## config.mk

```make
export PLATFORM = sky130hd
export DESIGN_NAME = key_expander
export DESIGN_NICKNAME = d
export VERILOG_FILES = /design/src/rtl/key_expander.sv
export SDC_FILE = /design/constraint.sdc
export NUM_CORES = 1
export LEC_CHECK = 0
export CAP_MARGIN = 30
export CORE_MARGIN = 4
export CORE_UTILIZATION = 50
export DETAILED_ROUTE_END_ITERATION = 6
export PLACE_DENSITY = 0.76
export SYNTH_ARGS = -nofsm -noshare
export SYNTH_HDL_FRONTEND = slang
export SYNTH_SLANG_ARGS = --single-unit
export TNS_END_PERCENT = 5
```

## constraint.sdc

```tcl
create_clock -name clk -period 9.87 [get_ports clk]
set_clock_uncertainty 0.05 [all_clocks]
set_input_delay 1.4805 -clock clk [delete_from_list [all_inputs] [get_ports clk]]
set_output_delay 1.4805 -clock clk [all_outputs]
set_load 0.005 [all_outputs]
```

## src/rtl/key_expander.sv

```systemverilog
// Round-key generator: requests a 16-bit key, then emits NUM_ROUNDS round keys over valid/ready.
// Optional macro KEYEXP_ROUND_CONST_EN compiles in the round-constant XOR into the low nibble.
module key_expander #(
  parameter int unsigned NUM_ROUNDS = 4
) (
  input  logic        clk,
  input  logic        rst,
  input  logic        i_start,
  output logic        o_key_req,
  input  logic [15:0] i_key_in,
  output logic [15:0] o_rk_data,
  output logic [3:0]  o_rk_idx,
  output logic        o_rk_valid,
  input  logic        i_rk_ready,
  output logic        o_busy,
  output logic        o_done
);

  localparam int unsigned KEY_W = 16;
  localparam int unsigned IDX_W = 4;
  localparam logic [IDX_W-1:0] LAST_IDX = IDX_W'(NUM_ROUNDS - 1);

  typedef enum logic [1:0] {S_IDLE, S_REQ, S_WAIT, S_EMIT} state_t;

  state_t             r_state;
  state_t             w_state_nxt;
  logic [KEY_W-1:0]   r_k;
  logic [KEY_W-1:0]   w_k_nxt;
  logic [IDX_W-1:0]   r_r;
  logic [IDX_W-1:0]   w_r_nxt;
  logic               r_key_req;
  logic               r_rk_valid;
  logic               r_busy;
  logic               r_done;
  logic               w_done_nxt;
  logic [KEY_W-1:0]   w_sub;
  logic [3:0]         w_amt;
  logic [KEY_W-1:0]   w_rot;
  logic [KEY_W-1:0]   w_next_key;

  function automatic logic [3:0] sbox(input logic [3:0] n);
    case (n)
      4'h0: sbox = 4'hC;  4'h1: sbox = 4'h5;  4'h2: sbox = 4'h6;  4'h3: sbox = 4'hB;
      4'h4: sbox = 4'h9;  4'h5: sbox = 4'h0;  4'h6: sbox = 4'hA;  4'h7: sbox = 4'hD;
      4'h8: sbox = 4'h3;  4'h9: sbox = 4'hE;  4'hA: sbox = 4'hF;  4'hB: sbox = 4'h8;
      4'hC: sbox = 4'h4;  4'hD: sbox = 4'h7;  4'hE: sbox = 4'h1;  default: sbox = 4'h2;
    endcase
  endfunction

  // Next-key datapath: substitute, rotate by the substituted low nibble, optional round constant
  always_comb begin
    w_sub = {sbox(r_k[15:12]), sbox(r_k[11:8]), sbox(r_k[7:4]), sbox(r_k[3:0])};
    w_amt = w_sub[3:0];
    w_rot = (w_sub << w_amt) | (w_sub >> (5'd16 - {1'b0, w_amt}));
`ifdef KEYEXP_ROUND_CONST_EN
    w_next_key = {w_rot[15:4], w_rot[3:0] ^ (r_r + 4'd1)};
`else
    w_next_key = w_rot;
`endif
  end

  // Next-state and datapath update
  always_comb begin
    w_state_nxt = r_state;
    w_k_nxt     = r_k;
    w_r_nxt     = r_r;
    w_done_nxt  = 1'b0;
    case (r_state)
      S_IDLE: begin
        // A start coinciding with the done pulse is dropped
        if (i_start && !r_done) w_state_nxt = S_REQ;
      end
      S_REQ:  w_state_nxt = S_WAIT;
      S_WAIT: begin
        w_k_nxt     = i_key_in;
        w_r_nxt     = '0;
        w_state_nxt = S_EMIT;
      end
      S_EMIT: begin
        if (i_rk_ready) begin
          if (r_r == LAST_IDX) begin
            w_done_nxt  = 1'b1;
            w_state_nxt = S_IDLE;
          end else begin
            w_k_nxt = w_next_key;
            w_r_nxt = r_r + 4'd1;
          end
        end
      end
      default: w_state_nxt = S_IDLE;
    endcase
  end

  // State, datapath and output registers; outputs are pre-decoded from the next state
  always_ff @(posedge clk or negedge rst) begin
    if (!rst) begin
      r_state    <= S_IDLE;
      r_k        <= '0;
      r_r        <= '0;
      r_key_req  <= 1'b0;
      r_rk_valid <= 1'b0;
      r_busy     <= 1'b0;
      r_done     <= 1'b0;
    end else begin
      r_state    <= w_state_nxt;
      r_k        <= w_k_nxt;
      r_r        <= w_r_nxt;
      r_key_req  <= (w_state_nxt == S_REQ);
      r_rk_valid <= (w_state_nxt == S_EMIT);
      r_busy     <= (w_state_nxt != S_IDLE);
      r_done     <= w_done_nxt;
    end
  end

  assign o_key_req  = r_key_req;
  assign o_rk_valid = r_rk_valid;
  assign o_rk_data  = r_k;
  assign o_rk_idx   = r_r;
  assign o_busy     = r_busy;
  assign o_done     = r_done;

endmodule
```

## After elaboration in Yosys (flattened, before gate mapping)

Memories as Yosys holds them, arrays and structs flattened.
Index checks and enable logic that the tools add are counted.

| cells by class | value |
|---|---|
| eq/ne operators | 8 |
| shift operators | 2 |
| muxes and demuxes | 13 |
| bitwise logic cells | 1 |
| add/sub/neg operators | 2 |
| reductions and logical operators | 6 |

Operator list:

| operator | count |
|---|---|
| 16-bit 2-to-1 mux | 2 |
| 16-bit one-hot mux with 2 select lines | 1 |
| 16-bit bitwise OR | 1 |
| 16-bit by 4-bit << shifter with 16-bit output | 1 |
| 16-bit by 5-bit right shift with 16-bit output | 1 |
| 4-bit 2-to-1 mux | 2 |
| 2-bit one-hot mux with 4 select lines | 1 |
| 4-bit one-hot mux with 2 select lines | 1 |
| 2-bit equality test, second input constant | 3 |
| 2-bit 2-to-1 mux | 3 |
| 5-bit by 4-bit subtractor with 5-bit output, first input constant | 1 |
| 4-bit by 1-bit adder with 4-bit output, second input constant | 1 |
| 2-bit by 1-bit equality test with 1-bit output, second input constant | 2 |
| 4-bit by 2-bit equality test with 1-bit output, second input constant | 1 |
| 2-bit != test, second input constant | 2 |
| 2-bit nonzero test | 2 |
| 1-bit 2-to-1 mux | 3 |
| 3-bit AND reduction | 1 |
| 2-bit zero test | 1 |
| 1-bit logical AND | 1 |
| 1-bit zero test | 1 |

| word-level totals | value |
|---|---|
| memories | 4 |
| ROM bits | 256 |
| word-level logic and storage cells | 43 |
| register bits | 26 |

Memories:

| memory | depth | bits a word | rd ports | clocked after Yosys merged registers in | wr ports | line | source |
|---|---|---|---|---|---|---|---|
| (name not given) | 16 | 4 | 1 | 0 | 0 | 42 | `case (n)` |
| (name not given) | 16 | 4 | 1 | 0 | 0 | 42 |  |
| (name not given) | 16 | 4 | 1 | 0 | 0 | 42 |  |
| (name not given) | 16 | 4 | 1 | 0 | 0 | 42 |  |

## Depth between registers and ports, before layout

Gate-level depths: netlist of the first run.
An unclocked memory read counts as a cell.

| depth | value |
|---|---|
| depth in word-level cells | 7 |
| depth in mapped cells | 16 |
| gate-level depth less buffers | 12 |

## Least setup slack after synthesis of the first run

OpenSTA, ideal clock, no wires.

| path | value |
|---|---|
| kind | register to register |
| start | reg r_k[0] (netlist: o_rk_data[0]) |
| end | reg r_k[11] (netlist: o_rk_data[11]) |
| buffers on the path | 4 |
| arrival | 3,759 ps |
| data required time | 9,689 ps |
| slack | 5,930 ps |
| period minus slack after synthesis | 3,940 ps |
| cell stages (with the launch flop) | 17 |
| path through | dfrtp_1 > inv_1 > ha_1 > xnor2_1 > and2_1 > buf_6 > nor2_8 > inv_4 > buf_2 > buf_2 > ha_1 > clkbuf_1 > inv_2 > mux4_2 > mux2_4 > a221oi_2 > a22oi_1 |

| on the way | value |
|---|---|
| cells in the longest elaborated chain, start to end | 7 |
| elaborated cells on any way between the ends | 8 |

Ends and longest elaborated chain:

| element | line | source |
|---|---|---|
| from (decl) | 27 | `logic [KEY_W-1:0] r_k;` |
| from (signal assigned) | 106 | `r_k <= w_k_nxt;` |
| memory 16 x 4 bit (*) | -- |  |
| 5-bit by 4-bit subtractor with 5-bit output | 54 | `w_rot = (w_sub << w_amt) \| (w_sub >> (5'd16 - {1'b0, w_amt}));` |
| 16-bit by 5-bit right shift with 16-bit output | 54 |  |
| 16-bit bitwise OR (*) | 54 |  |
| 16-bit 2-to-1 mux (*) | 81 | `if (r_r == LAST_IDX) begin` |
| 16-bit 2-to-1 mux (*) | 80 | `if (i_rk_ready) begin` |
| 16-bit one-hot mux with 2 select lines (*) | 68 | `case (r_state)` |

Every way passes the cells marked *; elsewhere a longest branch is shown, timed or not. The select of a mux whose other input is x is not followed.
A chain may end at the register's enable or synchronous reset.

## Worst setup path in the final report of the first run

Ends and elaborated chain as after synthesis.

==> out/qor.yml, run 1 <==
synth:
  seq_area_frac_synth_pct: 18.2
  async_flop_share_pct: 100
  synthFlopType: "dfrtp_1"
  syn_area_per_cell_um2: 8.64
  synth_edf_count: 0
  yosysWarnings: 0
  synth_nets: 460
  syn-instance-count: 414
  ys_types: 70
  synth_area_um2: 3580
  ys_seq_elements: 26
clock_tree:
  htreeDepth: 1
  clkTransAtPathRegs_ps: 110
  clock_sinks: 26
  cts_tree: "done"
  numCtsBuffers: 3
  root_buffer: "clkbuf_8"
  clk_path_buf_depth: 2
  post-cts-setup-buffers: 0
  cts_resized: 0
  hold_buffers: 0
  clk_latency_ps: 290
timing:
  tightest_slew_ps: 1040
  finalHoldViolCount: 0
  setup_viol: 0
  period_minus_slack_ps: 4310
  slew_viol_final: 0
  finalCritPeriodShare_pct: 43.6
  rsz0062_at_grt: "no"
  finalSetupTns_ps: 0
  fmax_ghz: 0.232
  relSlewSlack_pct: 30.1
routing:
  top_layer: "met4"
  drt_pass1_iterations: 6
  wl_met3_um: 1060
  vias: 3595
  antenna_left: 0
  vias_per_cell: 6.81
  routed_wl_um: 12000
  wl_met1_um: 4930
  dr.first_iter.drc_count: 442
  met2_length_um: 5600
  wl_per_cell_um: 22.7
  drc: 0
worst_setup_path:
  path_cells: "inv_1, ha_1, xnor2_1, and2_1, nor2_8, inv_4, ha_1, inv_2, mux4_2, mux2_4, a221oi_2, a22oi_1"
  startpoint_type: "register"
  endpoint_kind: "register"
  cp.required_ps: 9980
  worst_r2r_path_depth: 12
  worstSetupPathType: "register to register"
  critical-path-top-delay-family: "multiplexers"
  cp.depth: 12
  path_max_fanout: 23
  crit_slowest_cell: "mux4_2"
  crit_path_frequent_cell: "ha_1"
  cp_slowest_stage_delay_ps: 570
  critical_path_arrival_ps: 4420
  worst-path-buf-inv: 3
outcome:
  outcome: "completed"
final_layout:
  multiInputGateArea_um2: 2670
  drive_gt1_share_pct: 12.5
  synthToLayoutAreaGrowth_pct: 13.8
  antenna_cells: 0
  fill_cells: 638
  nets: 479
  regArea_um2: 651
floorplan:
  die_area_um2: 8570
  num_rows: 30
  die_x_um: 92.6
  core_area_um2: 6870
  die_h_um: 92.6
  initial_core_util_pct: 52.1
  io_pins: 44
worst_hold_path:
  hold_path_depth: 1
  hold_class: "register to register"
global_route:
  antenna_found_initial: 0
  grtUsageTotal_pct: 28.4
  grt_max_degree: 27
  overflow: 0
  grt_first_pass_wirelength_um: 18900
  grt_pass1_vias: 3390
place:
  post-dp-hpwl_um: 8900
  io_buffers: 43
  gp_congestion: 0.988
run:
  cap_violations: 0
## cell families (layout without fill, tap and decap cells)
| family | Yosys count | count (layout) | share of synthesized area, % |
|---|---|---|---|
| AO/OA/AOI/OAI | 139 | 139 | 27.3 |
| XOR/XNOR | 7 | 7 | 1.92 |
| adder cells (fa/ha/maj) | 26 | 26 | 9.09 |
| buffers and inverters | 60 | 78 | 7.24 |
| flip-flops | 26 | 26 | 18.2 |
| multiplexers | 39 | 39 | 19.6 |
| AND/OR/NAND/NOR | 117 | 117 | 16.7 |
## cell usage after synthesis, types with 4 or more instances
cell | instances | area (µm²)
a21o_1 | 4 | 30.0
a31oi_1 | 6 | 37.5
clkbuf_1 | 21 | 78.8
nand3_1 | 13 | 65.1
ha_1 | 26 | 325
or2_2 | 5 | 31.3
nand2b_1 | 4 | 25.0
nor3_1 | 11 | 55.1
o211ai_1 | 11 | 82.6
mux4_2 | 24 | 541
xnor2_1 | 5 | 43.8
inv_1 | 25 | 93.8
a21oi_1 | 24 | 120
mux2_2 | 4 | 45.0
nand2_1 | 34 | 128
a221oi_1 | 5 | 43.8
o221ai_1 | 4 | 35.0
o22ai_1 | 6 | 37.5
dfrtp_1 | 26 | 651
and2_1 | 5 | 31.3
a211oi_1 | 6 | 45.0
mux2i_1 | 10 | 100
o21ai_0 | 26 | 130
buf_2 | 7 | 35.0
nor2_1 | 26 | 97.6
## area by class of cell
type / instances / area share (%)
clock buffer: 3 / 1.01
clock inverter: 1 / 0.738
inverter: 28 / 2.64
multi-input combinational: 328 / 65.5
sequential: 26 / 16.0
tap: 96 / 2.95
timing repair buffer: 46 / 11.1
## path summary, 6_finish.rpt
path / end / startpoint / slack [ps]
max: o_rk_data[11] / o_rk_data[0] / 5560
min: o_key_req / o_done / 420
max reg2reg: o_rk_data[11] / o_rk_data[0] / 5560
min reg2reg: o_key_req / o_done / 420
max in group asynchronous: o_rk_data[7] / rst / 7980
min in group asynchronous: o_rk_valid / rst / 1510
## placed cells by master, fill, tap and decap left out, types with 3 or more instances in the layout
cell / netlist / routed
clkdlybuf4s50_1: 0 / 43
nand2_1: 34 / 34
nor2_1: 26 / 26
o21ai_0: 26 / 26
ha_1: 26 / 26
dfrtp_1: 26 / 26
inv_1: 25 / 25
mux4_2: 24 / 24
a21oi_1: 24 / 24
nand3_1: 13 / 13
o211ai_1: 11 / 11
nor3_1: 11 / 11
mux2i_1: 10 / 10
a31oi_1: 6 / 6
o22ai_1: 6 / 6
a211oi_1: 6 / 6
and2_1: 5 / 5
or2_2: 5 / 5
xnor2_1: 5 / 5
a221oi_1: 5 / 5
nand2b_1: 4 / 4
a21o_1: 4 / 4
mux2_2: 4 / 4
o221ai_1: 4 / 4
nor2b_1: 3 / 3
o311ai_0: 3 / 3
o21bai_1: 3 / 3
o21a_1: 3 / 3
a22oi_1: 3 / 3
or3_1: 3 / 3
and3_1: 3 / 3
clkbuf_8: 0 / 3
buf_4: 0 / 3
## sequential cells by signal, indices dropped and copies added, names as in the netlist
name	count
o_rk_valid	1
o_rk_data	16
o_key_req	1
r_state	2
o_rk_idx	4
o_busy	1
o_done	1
## per-stage QoR
step	worst slack, ps	utilization (%)	instance area (µm²)	hold slack [ps]	instances
after floorplan	5930	-	3580	398	414
after global placement	5760	58.2	4000	394	524
after detailed placement	5620	58.2	4000	406	524
after CTS	5570	59.3	4070	421	528
after global routing	5240	59.3	4070	453	528
final	5560	59.3	4070	420	528
## routing by layer
metal  vias up  track usage (%)
li1       1618                -
met5         -                0
met2       215             44.9
met4         0             9.65
met3        31             6.82
met1      1731             37.9
Power of run 1 is left out: the tool's default activity adds up to more than one toggle a clock period on the data nets, which glitch-free logic cannot reach.
==> run 2: changes to the inputs <==
==> constraint.sdc (replaced) <==
create_clock -name clk -period 4.4 [get_ports clk]
set_clock_uncertainty 0.05 [all_clocks]
set_input_delay 0.66 -clock clk [delete_from_list [all_inputs] [get_ports clk]]
set_output_delay 0.66 -clock clk [all_outputs]
set_load 0.005 [all_outputs]
==> out/qor.yml, run 2 (synthesized netlist as in run 1, its figures left out) <==
timing:
  slew_viol_final: 0
  fmax_ghz: 0.260
  finalCritPeriodShare_pct: 87.4
  relSlewSlack_pct: 49.2
  rsz0062_at_grt: "no"
  period_minus_slack_ps: 3850
  tightest_slew_ps: 757
  finalSetupTns_ps: 0
  setup_viol: 0
  whs_ps: 422
  finalHoldViolCount: 0
routing:
  antenna_left: 0
  vias: 3612
  vias_per_cell: 6.78
  dr.first_iter.drc_count: 568
  routed_wl_um: 12200
  drc: 0
  wl_per_cell_um: 22.8
  drt_pass1_iterations: 6
clock_tree:
  hold_buffers: 0
  clkTransAtPathRegs_ps: 120
  htreeDepth: 1
  post-cts-setup-buffers: 0
  clock_sinks: 26
  cts_tree: "done"
  numCtsBuffers: 3
  clk_latency_ps: 290
  cts_resized: 0
  clk_path_buf_depth: 2
  root_buffer: "clkbuf_8"
place:
  io_buffers: 43
  post-dp-hpwl_um: 9140
  gp_congestion: 0.965
worst_setup_path:
  worst-path-buf-inv: 3
  critical_path_arrival_ps: 3970
  critical-path-top-delay-family: "multiplexers"
  cp.required_ps: 4520
  path_max_fanout: 16
  crit_path_frequent_cell: "ha_1"
  worstSetupPathType: "register to register"
  startpoint_type: "register"
  cp_slowest_stage_delay_ps: 580
  path_cells: "inv_1, ha_1, xnor2_1, and2_1, nor2_8, inv_4, ha_1, inv_2, mux4_2, mux2_4, a221oi_2, a22oi_1"
  endpoint_kind: "register"
  crit_slowest_cell: "mux4_2"
floorplan:
  initial_core_util_pct: 52.1
  die_x_um: 92.6
  core_area_um2: 6870
  io_pins: 44
  die_h_um: 92.6
  die_area_um2: 8570
  num_rows: 30
global_route:
  grt_first_pass_wirelength_um: 19200
  overflow: 0
  grt_max_degree: 27
  grtUsageTotal_pct: 29.0
  grt_pass1_vias: 3416
  antenna_found_initial: 0
run:
  cap_violations: 0
final_layout:
  multiInputGateArea_um2: 2670
  fill_cells: 644
  mostFrequentLayoutCell: "clkdlybuf4s50_1"
  synthToLayoutAreaGrowth_pct: 14.8
  regArea_um2: 651
  nets: 484
  largest_reg_flops: 16
  antenna_cells: 0
  drive_gt1_share_pct: 13.5
  mostFrequentLayoutCells: "clkdlybuf4s50_1, nand2_1"
outcome:
  outcome: "completed"
worst_hold_path:
  hold_class: "register to register"
[run 2: changes by cell type in the layout (fill, tap and decap cells not counted)]
cell / previous run / this run
buf_4: 3 / 8
[run 2: layer usage]
layer	GRT usage [%]	routed length, µm	up-vias
li1	-	-	1627
met1	40.5	5050	1745
met2	45.9	5680	201
met3	4.55	1060	39
met4	9.16	378	0
met5	0	0	-
[run 2: stage by stage]
step / setup slack [ps] / cells / area, µm² / util, %
CTS: 559 / 533 / 4110 / 59.8
global placement: 684 / 529 / 4040 / 58.8
finish: 554 / 533 / 4110 / 59.8
floorplan: 460 / 414 / 3580 / -
global route: 304 / 533 / 4110 / 59.8
detailed placement: 581 / 529 / 4040 / 58.8
[run 2: area by class of cell]
cell class	count	share of cell area [%]
multi-input combinational	328	64.9
sequential	26	15.8
timing repair buffer	51	11.9
tap	96	2.92
inverter	28	2.62
clock buffer	3	1.01
clock inverter	1	0.731
[run 2: final timing paths]
kind	start	end	slack, ps	depth (start not counted)
min	o_done	o_key_req	420	1
max reg2reg	o_rk_data[1]	o_rk_data[11]	550	12
max	o_rk_data[1]	o_rk_data[11]	550	12
min in group asynchronous	rst	o_rk_data[2]	680	2
max in group asynchronous	rst	o_rk_data[14]	3350	2
min reg2reg	o_done	o_key_req	420	1
[run 2: worst reg2reg max path: cells and delay by family (launching register included)]
family | cells | cell delay [ps]
compound gates | 2 | 380
xor+xnor | 1 | 150
fa+ha+maj | 2 | 670
buf+inv | 3 | 390
flops | 1 | 520
mux | 2 | 870
simple gates | 2 | 700
Power of run 2 is left out for the same reason.
==> run 3: changes to the inputs <==
--- a/config.mk
+++ b/config.mk
@@ -6,8 +6,9 @@
 export NUM_CORES = 1
 export LEC_CHECK = 0
 export CAP_MARGIN = 30
-export CORE_MARGIN = 4
+export CORE_MARGIN = 2
 export CORE_UTILIZATION = 50
+export CTS_CLUSTER_DIAMETER = 150
 export DETAILED_ROUTE_END_ITERATION = 6
 export PLACE_DENSITY = 0.76
 export SYNTH_ARGS = -nofsm -noshare
==> out/qor.yml, run 3 (synthesized netlist as in run 1, its figures left out) <==
final_layout:
  antenna_cells: 0
  largest_reg_flops: 16
  mostFrequentLayoutCell: "clkdlybuf4s50_1"
  synthToLayoutAreaGrowth_pct: 14.8
  mostFrequentLayoutCells: "clkdlybuf4s50_1, nand2_1"
  nets: 484
  drive_gt1_share_pct: 13.5
  fin_area_um2: 4110
run:
  cap_violations: 0
floorplan:
  die_h_um: 88.6
  io_pins: 44
  die_area_um2: 7850
  num_rows: 30
  initial_core_util_pct: 52.1
  core_area_um2: 6870
  die_x_um: 88.6
clock_tree:
  clk_latency_ps: 300
  hold_buffers: 0
  cts_tree: "done"
  htreeDepth: 1
  clock_sinks: 26
  root_buffer: "clkbuf_8"
  clkTransAtPathRegs_ps: 120
  numCtsBuffers: 3
  cts_resized: 0
  clk_path_buf_depth: 2
  post-cts-setup-buffers: 0
global_route:
  grtUsageTotal_pct: 31.7
  grt_first_pass_wirelength_um: 18600
  overflow: 0
  grt_pass1_vias: 3364
  antenna_found_initial: 0
  grt_max_degree: 27
place:
  pre_cts_ws_ps: 507
  io_buffers: 43
  post-dp-hpwl_um: 9080
  gp_congestion: 1.01
  place_area_um2: 4040
routing:
  drc: 0
  antenna_left: 0
  routed_wl_um: 12000
  dr.first_iter.drc_count: 476
  wl_per_cell_um: 22.5
  vias: 3609
  vias_per_cell: 6.77
  drt_pass1_iterations: 6
timing:
  finalCritPeriodShare_pct: 90.2
  slew_viol_final: 0
  fmax_ghz: 0.252
  tightest_slew_ps: 999
  period_minus_slack_ps: 3970
  layout_setup_ws_ps: 430
  rsz0062_at_grt: "no"
  relSlewSlack_pct: 32.9
  finalHoldViolCount: 0
  setup_viol: 0
  finalSetupTns_ps: 0
worst_setup_path:
  critical_path_arrival_ps: 4080
  startpoint_type: "register"
  path_cells: "inv_1, ha_1, xnor2_1, and2_1, nor2_8, inv_4, ha_1, inv_2, mux4_2, mux2_4, a221oi_2, a22oi_1"
  cp.required_ps: 4510
  crit_path_frequent_cell: "ha_1"
  r2r-start: "o_rk_data[0]"
  regToRegSetupSlack_ps: 430
  path_max_fanout: 16
  reg2reg_to: "o_rk_data[11]"
  endpoint_kind: "register"
  worstSetupPathType: "register to register"
  cp.depth: 12
  cp_slowest_stage_delay_ps: 590
  worst_r2r_path_depth: 12
  crit_slowest_cell: "mux4_2"
  critical-path-top-delay-family: "multiplexers"
  worst-path-buf-inv: 3
outcome:
  outcome: "completed"
worst_hold_path:
  hold_class: "register to register"
  min-delay-start: "o_done"
  worstHoldEndpoint: "o_key_req"
  hold_path_depth: 1
## run 3: through the flow
step	std cells	hold WS, ps	utilization (%)
2_1_floorplan	414	314	-
3_3_place_gp	529	393	58.8
3_5_place_dp	529	413	58.8
4_1_cts	533	435	59.8
5_1_grt	533	460	59.8
6_report	533	460	59.8
## run 3: area by class of cell
type                    instances  area [µm²]
clock buffers                   3        41.3
clock inverters                 1        30.0
fillers                       628        2760
inverters                      28         108
multi-input cells             328        2670
flip-flops and latches         26         651
well taps                      96         120
repair buffers                 51         490
## run 3: routing by layer
layer | track usage, % | part of all wire, % | wire length [µm] | up-vias
li1 | - | - | - | 1627
met1 | 45.1 | 42 | 5030 | 1742
met2 | 49.8 | 47 | 5660 | 204
met3 | 4.57 | 7.7 | 921 | 36
met4 | 10.5 | 3.3 | 398 | 0
met5 | 0 | 0 | 0 | -
## run 3: how the worst max path moves through the flow
stage | startpoint | end
after floorplan | o_rk_data[0] | o_rk_data[11]
after global placement | o_rk_data[0] | o_rk_data[11]
after detailed placement | o_rk_data[0] | o_rk_data[11]
after CTS | o_rk_data[0] | o_rk_data[11]
after global routing | o_rk_data[0] | o_rk_data[5]
final | o_rk_data[0] | o_rk_data[11]
## run 3: worst register-to-register path: stages (launching register included)
cell and delay (ps):
dfrtp_1 510, inv_1 160, ha_1 370, xnor2_1 160, and2_1 350, nor2_8 340
inv_4 50, ha_1 320, inv_2 190, mux4_2 590, mux2_4 290, a221oi_2 310
a22oi_1 140
Power of run 3 is left out for the same reason.
